[config.mk]
export PLATFORM = sky130hd
export DESIGN_NAME = tdc_readout
export DESIGN_NICKNAME = d
export VERILOG_FILES = /design/src/rtl/tdc_pkg.sv /design/src/rtl/tdc_event_fifo.sv /design/src/rtl/tdc_readout.sv
export SDC_FILE = /design/constraint.sdc
export NUM_CORES = 1
export LEC_CHECK = 0
export CORE_ASPECT_RATIO = 0.6
export CORE_MARGIN = 1
export CORE_UTILIZATION = 60
export DETAILED_ROUTE_END_ITERATION = 8
export HOLD_SLACK_MARGIN = 0.08
export PLACE_DENSITY = 0.84
export SETUP_SLACK_MARGIN = 0.5
export SLEW_MARGIN = 20
export SYNTH_ARGS = -nofsm -noshare
export SYNTH_HDL_FRONTEND = slang
export SYNTH_SLANG_ARGS = --single-unit
[constraint.sdc]
create_clock -name clk -period 23.4 [get_ports clk]
set_input_delay 5.85 -clock clk [delete_from_list [all_inputs] [get_ports clk]]
set_output_delay 5.85 -clock clk [all_outputs]
set_load 0.01 [all_outputs]
[src/rtl/tdc_pkg.sv]
`default_nettype none
// ============================================================================
// Module      : tdc_pkg
// Description : Shared types and constants for the TDC readout block:
//               event word layout, readout FSM state encoding, word width.
// Revision    : 1.0  initial release
// ============================================================================
package tdc_pkg;

    // Width of one output word: channel(4) + time-over-threshold(32) + timestamp(32)
    localparam int TDC_WORD_W = 68;

    // Packed so that the channel tag lands in the MSBs of the output word
    typedef struct packed {
        logic [3:0]  channel;
        logic [31:0] tot;
        logic [31:0] ts;
    } tdc_event_t;

    typedef enum logic [1:0] {
        ST_IDLE     = 2'd0,
        ST_ACK      = 2'd1,
        ST_WAIT_LOW = 2'd2
    } tdc_state_e;

endpackage : tdc_pkg
`default_nettype wire

[src/rtl/tdc_event_fifo.sv]
`default_nettype none
// ============================================================================
// Module      : tdc_event_fifo
// Description : Single-clock, show-ahead FIFO of TDC event words.
//               The head word is always presented on rd_data while valid=1.
//               A write into a full FIFO is dropped (drop pulses) unless a
//               pop happens on the same edge, in which case both succeed.
// Ports       : clk, reset (sync, active-high)
//               wr_en, wr_data         - write side
//               rd_ready               - consumer accept (pop when valid)
//               rd_data, valid         - head word and its qualifier
//               full, drop             - occupancy == DEPTH, dropped write
// Revision    : 1.0  initial release
// ============================================================================
module tdc_event_fifo
    import tdc_pkg::*;
#(
    parameter int DEPTH = 4
) (
    input  logic       clk,
    input  logic       reset,
    input  logic       wr_en,
    input  tdc_event_t wr_data,
    input  logic       rd_ready,
    output tdc_event_t rd_data,
    output logic       valid,
    output logic       full,
    output logic       drop
);

    localparam int PTR_W = $clog2(DEPTH);
    localparam int CNT_W = PTR_W + 1;

    tdc_event_t       r_mem [DEPTH];
    logic [PTR_W-1:0] r_wr_ptr;
    logic [PTR_W-1:0] r_rd_ptr;
    logic [CNT_W-1:0] r_count;

    logic w_pop;
    logic w_push;

    assign valid   = (r_count != '0);
    assign full    = (r_count == CNT_W'(DEPTH));
    assign rd_data = r_mem[r_rd_ptr];

    // A pop on the same edge frees the slot the write needs, so a full FIFO
    // still accepts the word in that case.
    assign w_pop  = valid & rd_ready;
    assign w_push = wr_en & (~full | w_pop);
    assign drop   = wr_en & full & ~w_pop;

    always_ff @(posedge clk) begin
        if (reset) begin
            r_wr_ptr <= '0;
            r_rd_ptr <= '0;
            r_count  <= '0;
        end else begin
            // DEPTH is a power of two, so pointers wrap by natural overflow
            if (w_push) begin
                r_wr_ptr <= r_wr_ptr + PTR_W'(1);
            end
            if (w_pop) begin
                r_rd_ptr <= r_rd_ptr + PTR_W'(1);
            end
            case ({w_push, w_pop})
                2'b10:   r_count <= r_count + CNT_W'(1);
                2'b01:   r_count <= r_count - CNT_W'(1);
                default: r_count <= r_count;
            endcase
        end
    end

    // Storage carries no reset; contents are qualified by r_count
    always_ff @(posedge clk) begin
        if (w_push && !reset) begin
            r_mem[r_wr_ptr] <= wr_data;
        end
    end

endmodule : tdc_event_fifo
`default_nettype wire

[src/rtl/tdc_readout.sv]
`default_nettype none
// ============================================================================
// Module      : tdc_readout
// Description : Captures events from a TDC channel, acknowledges each with a
//               one-cycle o_clear pulse and buffers the tagged words in a
//               show-ahead FIFO with valid/ready output handshake.
// Ports       : clk, reset (sync, active-high)
//               i_hasEvent, i_pulseWidth, i_timestamp - TDC event interface
//               o_clear                               - acknowledge to TDC
//               o_valid, i_ready, o_data              - output word stream
//               o_full, o_overflow                    - FIFO status
//               o_dropCount                           - optional, see below
// Config      : define TDC_READOUT_DROP_COUNT_EN to add o_dropCount, a
//               16-bit saturating count of dropped events.
// Revision    : 1.0  initial release
// ============================================================================
module tdc_readout
    import tdc_pkg::*;
#(
    parameter int         FIFO_DEPTH = 4,
    parameter logic [3:0] CHANNEL_ID = 4'd0
) (
    input  logic                  clk,
    input  logic                  reset,
    input  logic                  i_hasEvent,
    input  logic [31:0]           i_pulseWidth,
    input  logic [31:0]           i_timestamp,
    output logic                  o_clear,
    output logic                  o_valid,
    input  logic                  i_ready,
    output logic [TDC_WORD_W-1:0] o_data,
    output logic                  o_full,
    output logic                  o_overflow
`ifdef TDC_READOUT_DROP_COUNT_EN
    ,
    output logic [15:0]           o_dropCount
`endif
);

    localparam logic [1:0] c_ST_IDLE     = ST_IDLE;
    localparam logic [1:0] c_ST_ACK      = ST_ACK;
    localparam logic [1:0] c_ST_WAIT_LOW = ST_WAIT_LOW;

    logic [1:0] r_state;
    tdc_event_t r_event;
    tdc_event_t w_head;
    logic       w_write;
    logic       w_drop;
    logic       r_overflow;

    // --------------------------------------------------------------------
    // Readout FSM: IDLE captures, ACK writes and acknowledges, WAIT_LOW
    // waits for the TDC to drop its flag so one event is captured once.
    // --------------------------------------------------------------------
    always_ff @(posedge clk) begin
        if (reset) begin
            r_state <= c_ST_IDLE;
        end else begin
            case (r_state)
                c_ST_IDLE: begin
                    if (i_hasEvent) begin
                        r_state <= c_ST_ACK;
                    end
                end
                c_ST_ACK: begin
                    r_state <= c_ST_WAIT_LOW;
                end
                c_ST_WAIT_LOW: begin
                    if (!i_hasEvent) begin
                        r_state <= c_ST_IDLE;
                    end
                end
                default: begin
                    r_state <= c_ST_IDLE;
                end
            endcase
        end
    end

    always_ff @(posedge clk) begin
        if (r_state == c_ST_IDLE && i_hasEvent) begin
            r_event.channel <= CHANNEL_ID;
            r_event.tot     <= i_pulseWidth;
            r_event.ts      <= i_timestamp;
        end
    end

    // The ACK cycle both writes the word and acknowledges the TDC, so the
    // acknowledge is issued even when the FIFO drops the word.
    assign w_write = (r_state == c_ST_ACK);
    assign o_clear = w_write;

    tdc_event_fifo #(
        .DEPTH    (FIFO_DEPTH)
    ) u_fifo (
        .clk      (clk),
        .reset    (reset),
        .wr_en    (w_write),
        .wr_data  (r_event),
        .rd_ready (i_ready),
        .rd_data  (w_head),
        .valid    (o_valid),
        .full     (o_full),
        .drop     (w_drop)
    );

    assign o_data = w_head;

    always_ff @(posedge clk) begin
        if (reset) begin
            r_overflow <= 1'b0;
        end else if (w_drop) begin
            r_overflow <= 1'b1;
        end
    end

    assign o_overflow = r_overflow;

`ifdef TDC_READOUT_DROP_COUNT_EN
    logic [15:0] r_drop_count;

    always_ff @(posedge clk) begin
        if (reset) begin
            r_drop_count <= '0;
        end else if (w_drop && r_drop_count != 16'hFFFF) begin
            r_drop_count <= r_drop_count + 16'd1;
        end
    end

    assign o_dropCount = r_drop_count;
`endif

endmodule : tdc_readout
`default_nettype wire
# Yosys cells after proc, flatten, opt, wreduce, memory -nomap -nowiden
# Memory sizes are Yosys's and may differ from the RTL's. A register that Yosys moved wholly into a read port is not among the register bits.
# Index checks and enable logic that the tools add are counted.
[word_totals]
mem_count = 1
reg_bits = 74
mem_bits_rw = 256
in_bits = 68
wordCells = 41
[op_classes]
n_addsub = 4
n_eq_ne = 7
mux = 8
bitwise = 7
n_reduce_logical = 7
[memory_table]
columns = ["memory", "depth", "width", "rd", "rd_clocked_by_memory_dff", "write_ports", "line", "source"]
rows = [
  ["u_fifo.r_mem", 4, 64, 1, 1, 1, "tdc_event_fifo.sv:34", "tdc_event_t r_mem [DEPTH];"],
]
[op_table]
columns = ["op", "n"]
rows = [
  ["2-bit 2-to-1 mux", 4],
  ["2-bit case mux with 3 select lines", 1],
  ["3-bit case mux with 2 select lines", 1],
  ["2-bit by 1-bit adder with 2-bit output, second input constant", 2],
  ["1-bit bitwise AND", 4],
  ["2-bit by 1-bit equality test with 1-bit output, second input constant", 2],
  ["2-bit equality test, second input constant", 2],
  ["2-bit != test, second input constant", 2],
  ["3-bit by 1-bit adder with 3-bit output, second input constant", 1],
  ["3-bit equality test, second input constant", 1],
  ["3-bit nonzero test", 1],
  ["3-bit by 1-bit subtractor with 3-bit output, second input constant", 1],
  ["1-bit logical AND", 2],
  ["2-bit logical NOT", 1],
  ["1-bit 2-to-1 mux", 2],
  ["1-bit NOT", 2],
  ["2-bit AND reduction", 1],
  ["2-bit nonzero test", 1],
  ["1-bit logical NOT", 1],
  ["1-bit OR", 1],
]

# Depth between registers and ports, before layout
# Gate-level depths: netlist of run 1.
[depth]
depth_word = 7
mapped_depth = 9
ltp_nobuf = 9

# Cells and area by module
# From an unflattened synthesis of run 1, not the netlist that was laid out.
[hier_totals]
hier_cells = 502
hier_area_um2 = 12460.7
[modules_own_cells]
columns = ["mod", "area_each_um2", "seq_area_each_um2", "instances", "cells_per_inst"]
rows = [
  ["tdc_event_fifo", 10418.7, 8348.0, 1, 425],
  ["tdc_readout", 2042.0, 1981.9, 1, 77],
]

# Worst setup path after synthesis of run 1
# No wires, ideal clock.
[synth_timing]
path_kind = "input -> register"
from = "in i_ready"
to = "mem u_fifo.r_mem[0][0] (netlist name), enable pin"
arrival_time_ps = 10844
path_buffers = 0
t_required_ps = 22822
stages = 4
slack_ps = 11978
cell_sequence = "inv_1 > a21boi_4 > inv_2 > nor3b_1"
[synth_between]
elab_chain_cells = 6
[synth_lines]
columns = ["item", "line", "source"]
rows = [
  ["start, declared", "tdc_readout.sv:30", "input logic i_ready,"],
  ["1-bit bitwise AND", "tdc_event_fifo.sv:48", "assign w_pop = valid & rd_ready;"],
  ["1-bit OR", "tdc_event_fifo.sv:49", "assign w_push = wr_en & (~full | w_pop);"],
  ["1-bit bitwise AND", "tdc_event_fifo.sv:49", ""],
  ["1-bit logical AND", "tdc_event_fifo.sv:75", "if (w_push && !reset) begin"],
  ["1-bit 2-to-1 mux", "tdc_event_fifo.sv:75", ""],
  ["1-bit 2-to-1 mux (not written as such)", "tdc_event_fifo.sv:76", "r_mem[r_wr_ptr] <= wr_data;"],
  ["end, declared", "tdc_event_fifo.sv:34", ""],
]
# No other way between the ends.

==> summary by stage, run 1 <==
Outcome
The flow ran to the end, and the final reports show no timing, DRC or antenna violations.

Routing
For this run, the detailed router's first-pass iteration total came to 5. The number of DRC violations after detailed-routing iteration 0 is 479. The number of nets still failing antenna checks after routing is 0. The via count of the routed design is 5179. Summed over all layers, the routed wires come to 20900 µm.

The top layer used by detailed routing is met4. Dividing the detail-routed via count by the number of cells gives 5.70. The met2 routed wirelength is 10100 µm.

For this run, design rule violations remaining after detail routing come to 0. Dividing the detail-routed wire length by the instance count gives 23.0 µm. The detailed router put a total of 8980 µm of wire on met1. The length of routed met3 wiring is 1630 µm.

STA
The peak clock frequency supported by timing is 111 MHz. The tightest hold path in the finished design has a slack of 0.480 ns. Setup repair after global routing left no endpoint under its margin.

The final-report hold violation count is 0. Setup violations remaining at the end of the flow were counted as 0. Headroom to the max-slew limit came out at 33.1%. Adding up every negative setup slack in the final design gives 0 ns. Between clock sinks in the finished design, the worst skew comes to 0.00823 ns. The final clock period utilization by the worst path is 38.4%. The actual transition at the worst max-transition pin is 1.00 ns. The worst setup slack after layout is 14.41 ns.

The max-slew violation count is 0. The routed design could run at a clock period as short as 8.99 ns.

Power
The net switching component of the power is 0.000296 W. In this run switching power makes up 21.9% of total power. The worst-case IR drop observed on VDD is 0.0710 mV. The power density over the cells is 93.9 nW/µm². The combinational cell fraction of total power is 14.5%.

The cell-internal power is 0.00106 W. Per report_power, the clock group accounts for 33.6% of the total. The leakage power total is 4.55 nW.

The power share of the sequential group is 51.9%.

Logic synthesis
Yosys mapped a number of flops with a built-in enable equal to 320. Sequential elements use 82.8% of the synthesized area. The synthesized design contains 332 register bits. Summed over its instances, the top area cell type makes up 80.8% of the synthesized netlist area. The fraction of registers with async set or reset after synthesis is 0%.

The cell type with the highest aggregate area in the netlist is edfxtp_1. The synthesized instance count is 467. In the post-synthesis netlist, the biggest area contributors are edfxtp_1 (81%), mux4_2 (11%), dfxtp_1 (2.0%).

The commonest cells after synthesis are edfxtp_1 (320), mux4_2 (60), dfxtp_1 (12). The average instance in the mapped netlist occupies 25.5 µm². The post-synthesis cell area is 11900 µm². By instance count, the leading cell after synthesis is edfxtp_1. The number of distinct library cells after synthesis is 33. In the synthesized netlist the dominant register cell turns out to be edfxtp_1.

The Yosys step of the flow raised 0 warnings.

Placed design
The final weighted congestion in routability-driven placement is 0.729. The setup slack at placement is 14.85 ns. Port buffering added 135 buffers. After legalization and detailed placement, the total HPWL measured 11800 µm.

Floorplanning
The die is 184 µm wide. The floorplan step defined a die boundary enclosing 20400 µm². The vertical die dimension is 111 µm.

The site row count is 39. For this configuration, the core starts out at a cell density of 61.9%. The placeable core area is 19200 µm².

The count of pins on the block boundary is 140.

Clock network
The clock tree root driver cell is clkbuf_16. The count of hold-fix buffers inserted at cts is 0. CTS built an H-tree with a depth of 1. The clock drives 332 sinks. The clock latency on the worst-skew pair is 0.52 ns. The number of post-CTS setup repair buffers is 0. The post-CTS clock slew at the launch and capture registers of the worst setup and hold paths is 0.07 ns. Post-CTS repair changed the size of 0 cells. The clock passes through at most 3 buffers. The number of buffers inserted during clock tree synthesis is 28.

The CTS tree is yes.

Critical path
The kind of capture point of the worst setup path is an output port. STA puts the critical path data arrival time at 3.14 ns. By startpoint and endpoint, the worst setup path is classified as reg -> out. The worst setup path is launched from a register. The critical path data required time is 17.55 ns. The critical-path maximum fanout is 33. The length in cells of the worst reg-to-reg path is 9.

Min path
The worst hold path was traced through 2 stages. The path class of the tightest hold or removal check is reg -> reg.

Final layout
The net count reported at finish is 695. The number of antenna repair diodes is 0. The area growth from synthesis to layout is 20.9%.

The fill cell instance count of the final layout is 1071. The proportion of layout cells with a drive suffix above 1 is 18.7%.

Run
Max-cap violations in this run came to 0.

Global route
The number of antenna violations at the first check in global routing is 0. The first global-routing pass estimated 31600 µm of wire. Entering global routing, the biggest net connects 66 pins. Summed over all layers, the global routing overflow is 0. Global routing used 21.2% of the available tracks across all layers. The number of global-route vias before repair is 5421.
[cell families (layout without fill, tap and decap cells)]
logic type                 Yosys count  in the layout  share of synthesized area [%]
and+or+nand+nor                     23             23                           1.25
adders and majority gates            6              6                          0.694
AOI/OAI and AO/OA                    8              8                          0.526
xor gates and xnor gates             4              4                          0.295
other                                1              4                         0.0315
muxes                               66             66                           12.5
DFF                                332            332                           82.8
buffers and inverters               27            200                           1.94
[layout by cell type, fill, tap and decap left out, drive strengths merged, types with 2 or more instances in the layout]
cell type / n
nor2: 10
clkdlybuf4s50: 135
or3: 2
clkinv: 6
a21oi: 3
nor3b: 5
dfxtp: 12
conb: 4
nand2b: 2
ha: 5
clkbuf: 45
inv: 7
buf: 6
mux4: 64
xor2: 3
edfxtp: 320
nor2b: 3
[state kept, by name (all words and copies together), names as in the netlist, named ones only]
signal / cells
o_overflow: 1
u_fifo.r_count: 3
u_fifo.r_rd_ptr: 2
u_fifo.r_wr_ptr: 2
r_event: 64
r_state: 2
u_fifo.r_mem: 256
[metal layers]
metal,up-vias,global-route usage [%]
met5,-,0
met4,0,3.17
met3,15,5.62
met2,176,32.9
met1,2732,31.4
li1,2256,-
[critical path, stage by stage (launching register included)]
cell and delay (ns):
dfxtp_4 0.78, buf_4 0.64, mux4_1 0.66, clkdlybuf4s50_1 0.50
[power groups by stage]
stage / logic (W) / clock network, W / registers (W)
floorplan: 0.000138 / 0 / 0.000694
global placement: 0.000194 / 0 / 0.000712
detailed placement: 0.000198 / 0 / 0.000715
CTS: 0.000200 / 0.000464 / 0.000702
global route: 0.000208 / 0.000487 / 0.000705
finish: 0.000196 / 0.000454 / 0.000701
[area by class of cell]
class	instances	area, µm²	share of cell area [%]
multi-input combinational	111	1860	12.9
timing repair buffer	141	1400	9.71
inverter	7	26.3	0.183
clock buffer	45	857	5.96
clock inverter	7	60.1	0.418
tap	266	333	2.31
sequential	332	9860	68.5
[final timing paths]
path / start / slack [ns] / end
max: register / 14.41 / o_data[41]
min: o_overflow / 0.48 / o_overflow
max reg2reg: u_fifo.r_count[2] / 21.00 / u_fifo.r_count[2]
min reg2reg: o_overflow / 0.48 / o_overflow
[through the flow]
| step | utilization (%) | instance area (µm²) | total power (W) | instances |
|---|---|---|---|---|
| 6_report | 74.8 | 14400 | 0.00135 | 909 |
| 5_1_grt | 74.8 | 14400 | 0.00140 | 909 |
| 4_1_cts | 74.8 | 14400 | 0.00137 | 909 |
| 3_5_place_dp | 70.1 | 13500 | 0.000913 | 857 |
| 3_3_place_gp | 70.1 | 13500 | 0.000906 | 857 |
| 2_1_floorplan | - | 11900 | 0.000832 | 470 |
No activity file was read; power rests on OpenSTA's default activity.
==> run 2: changes to the inputs <==
- CORE_UTILIZATION: 60 -> 55
- PLACE_DENSITY: 0.84 -> 0.78
- clock period: 23.4 -> 9.2 ns (I/O delays scaled with it)
==> summary by stage, run 2 (synthesis gave the netlist of run 1 again) <==
Outcome
The run finished with clean final reports.

STA
The worst-case headroom to the max-slew limit is 29.2% (-3.9 points). The final-report setup violation count is 0 (unchanged). The worst hold-check slack is 0.494 ns (+0.0143 ns). The largest clock skew in the final design was 0.0129 ns (+0.00462 ns).

The sum of negative setup slack is 0 ns (unchanged). The final-report hold violation count is 0 (unchanged). Setup repair after global routing left no endpoint under its margin. Of the available clock period, the critical path in the final layout requires 58.6%. The peak clock frequency supported by timing is 186 MHz. The actual transition at the worst max-transition pin is 1.06 ns (+0.0570 ns).

The max-slew violation count is 0 (unchanged). The final critical delay including setup and external delays is 5.39 ns.

Global route
The number of antenna violations at the first check in global routing is 0 (unchanged). The wire length of the first global-routing pass is 31500 µm (-0.24%). The total congestion overflow was 0 (unchanged).

The maximum number of pins on one net before global-route repair is 66 (unchanged). The total routing usage reported by global routing is 19.6% (-1.6 points). The number of global-route vias before repair is 5312 (-2.0%).

Clock network
The maximum root-to-sink buffer count is 3 (unchanged). The number of post-CTS setup repair buffers is 0 (unchanged). The CTS tree is yes. The cell sitting at the root of the clock tree is a clkbuf_16. The count of clock tree sinks was 332 (unchanged).

The post-CTS clock slew at the launch and capture registers of the worst setup and hold paths was 0.06 ns (about the same). The clock latency on the worst-skew pair was 0.53 ns (about the same). The post-cts sizing count came to 0 (unchanged). The number of buffers inserted during clock tree synthesis is 29 (+3.6%). The number of levels in the clock H-tree came to 1 (unchanged). The count of hold-fix buffers inserted at cts is 0 (unchanged).

Final layout
The largest registers in the layout are u_fifo.r_mem: 256 flops, r_event: 64 flops, u_fifo.r_count: 3 flops. The proportion of layout cells with a drive suffix above 1 is 19.4% (+0.78 points). The library cell used most frequently in the layout, excluding fill and tap cells, is edfxtp_1. The net count reported at finish came to 701 (+0.86%). In the layout the commonest cells are edfxtp_1 (320), clkdlybuf4s50_1 (135), mux4_2 (60), clkbuf_16 (29), buf_4 (11). The area growth from synthesis to final layout was 21.0% (about the same). Counting flops per register, the top entry is u_fifo.r_mem. The utilization of the core after routing is 68.3% (-6.6 points). The fill cell instance count of the final layout was 1298 (+21%). The number of flip-flops under the largest register name is 256 (unchanged).

The area of all placed cells without fillers came to 14400 µm² (about the same). The number of antenna repair diodes is 0 (unchanged).

Min path
The min-delay analysis places its worst path in the category reg -> reg.

Power
The largest voltage drop on the vdd net is 0.155 mV (+120%). The leakage power total came to 4.54 nW (-0.15%). The power density over the cells is 236 nW/µm² (+150%).

Floorplanning
The die outline width was 192 µm (+4.4%). The effective utilization at floorplan is 56.4% (-5.5 points). The area enclosed by the die boundary is 22200 µm² (+9.0%). The count of pins on the block boundary was 140 (unchanged).

The placeable core area is 21100 µm² (+9.7%). The site row count is 41 (+5.1%). The vertical die dimension came to 116 µm (+4.4%).

Critical path
The startpoint type of the worst setup path is a register. The delay of the slowest cell on the worst path is 0.71 ns (-0.07 ns). The combined buffer and inverter count along the critical path came to 2 (unchanged). Broken down by cell family, the worst path's largest delay share belongs to buffers and inverters. The kind of capture point of the worst setup path is an output port. The arrival time at the worst endpoint is 3.09 ns (-0.05 ns). The critical path data required time is 6.90 ns (-10.65 ns). Traced cell by cell, the critical path runs through buf_4 > mux4_2 > clkdlybuf4s50_1.

The slowest cell on the critical path is buf_4. The critical-path maximum fanout is 38 (+15%). The worst setup path is of the reg -> out kind.

Placed design
The placed instance area came to 13500 µm² (+0.40%). The final weighted congestion in routability-driven placement was 0.730 (+0.21%). The count of buffers from port buffering is 135 (unchanged). The HPWL reported at the end of detailed placement is 12500 µm (+5.4%).

Routing
The routed length per placed instance is 22.9 µm (-0.30%). The number of nets still failing antenna checks after routing was 0 (unchanged). The residual DRC count is 0 (unchanged). The wire length reported by the detailed router came to 21200 µm (+1.1%). The detailed-routing iteration count for the pre-antenna-repair pass is 5 (unchanged). The via density per instance is 5.50 (-3.5%). The number of DRC violations after detailed-routing iteration 0 was 333 (-30%).

The via count of the routed design was 5070 (-2.1%).

Run
The max-capacitance violation count is 0 (unchanged).
run 2: changes by cell type in the layout (fill, tap and decap cells not counted):
cell	before	now
clkbuf_1	10	1
clkinv_1	0	4
clkinv_2	6	7
clkbuf_16	30	29
clkbuf_8	5	0
buf_4	6	11
bufinv_16	1	2
clkinvlp_4	0	4
run 2: area by class of cell:
type / instances / area [µm²] / share of cell area (%)
inverter: 7 / 26.3 / 0.183
sequential: 332 / 9860 / 68.5
timing repair buffer: 146 / 1430 / 9.96
clock buffer: 30 / 729 / 5.07
tap: 279 / 349 / 2.43
multi-input combinational: 111 / 1860 / 12.9
clock inverter: 17 / 140 / 0.974
run 2: worst register-to-register path, stage by stage (launching register included):
cell	delay [ns]
dfxtp_1	0.35
and2b_2	0.26
a21boi_4	0.24
inv_2	0.12
nor3b_4	0.89
buf_4	0.56
run 2: power by group:
part           total [W]  switching (W)  internal (W)  leakage, nW
sequential       0.00178      0.0000659       0.00171         3.02
clock            0.00112       0.000498      0.000626        0.421
combinational   0.000502       0.000194      0.000308         1.10
run 2: path summary, 6_finish.rpt:
check,slack [ns],startpoint,depth (start not counted),end
setup / recovery,3.81,register,3,o_data[37]
hold / removal,0.49,o_overflow,2,o_overflow
setup reg to reg,6.41,r_state[1],5,u_fifo.r_mem[2][25]
hold reg to reg,0.49,o_overflow,2,o_overflow
run 2: routing by layer:
metal	vias to the layer above	global-route usage, %	wire length [µm]
li1	2257	-	-
met2	169	31.7	10300
met4	0	3.49	221
met3	25	6.30	1980
met5	-	0	0
met1	2619	26.7	8700
run 2: per-stage QoR:
stage	std cells	power [W]	worst slack, ns
6_report	922	0.00340	3.81
5_1_grt	922	0.00353	3.56
4_1_cts	922	0.00344	3.68
3_5_place_dp	875	0.00232	4.13
3_3_place_gp	875	0.00231	4.20
2_1_floorplan	470	0.00212	1.33
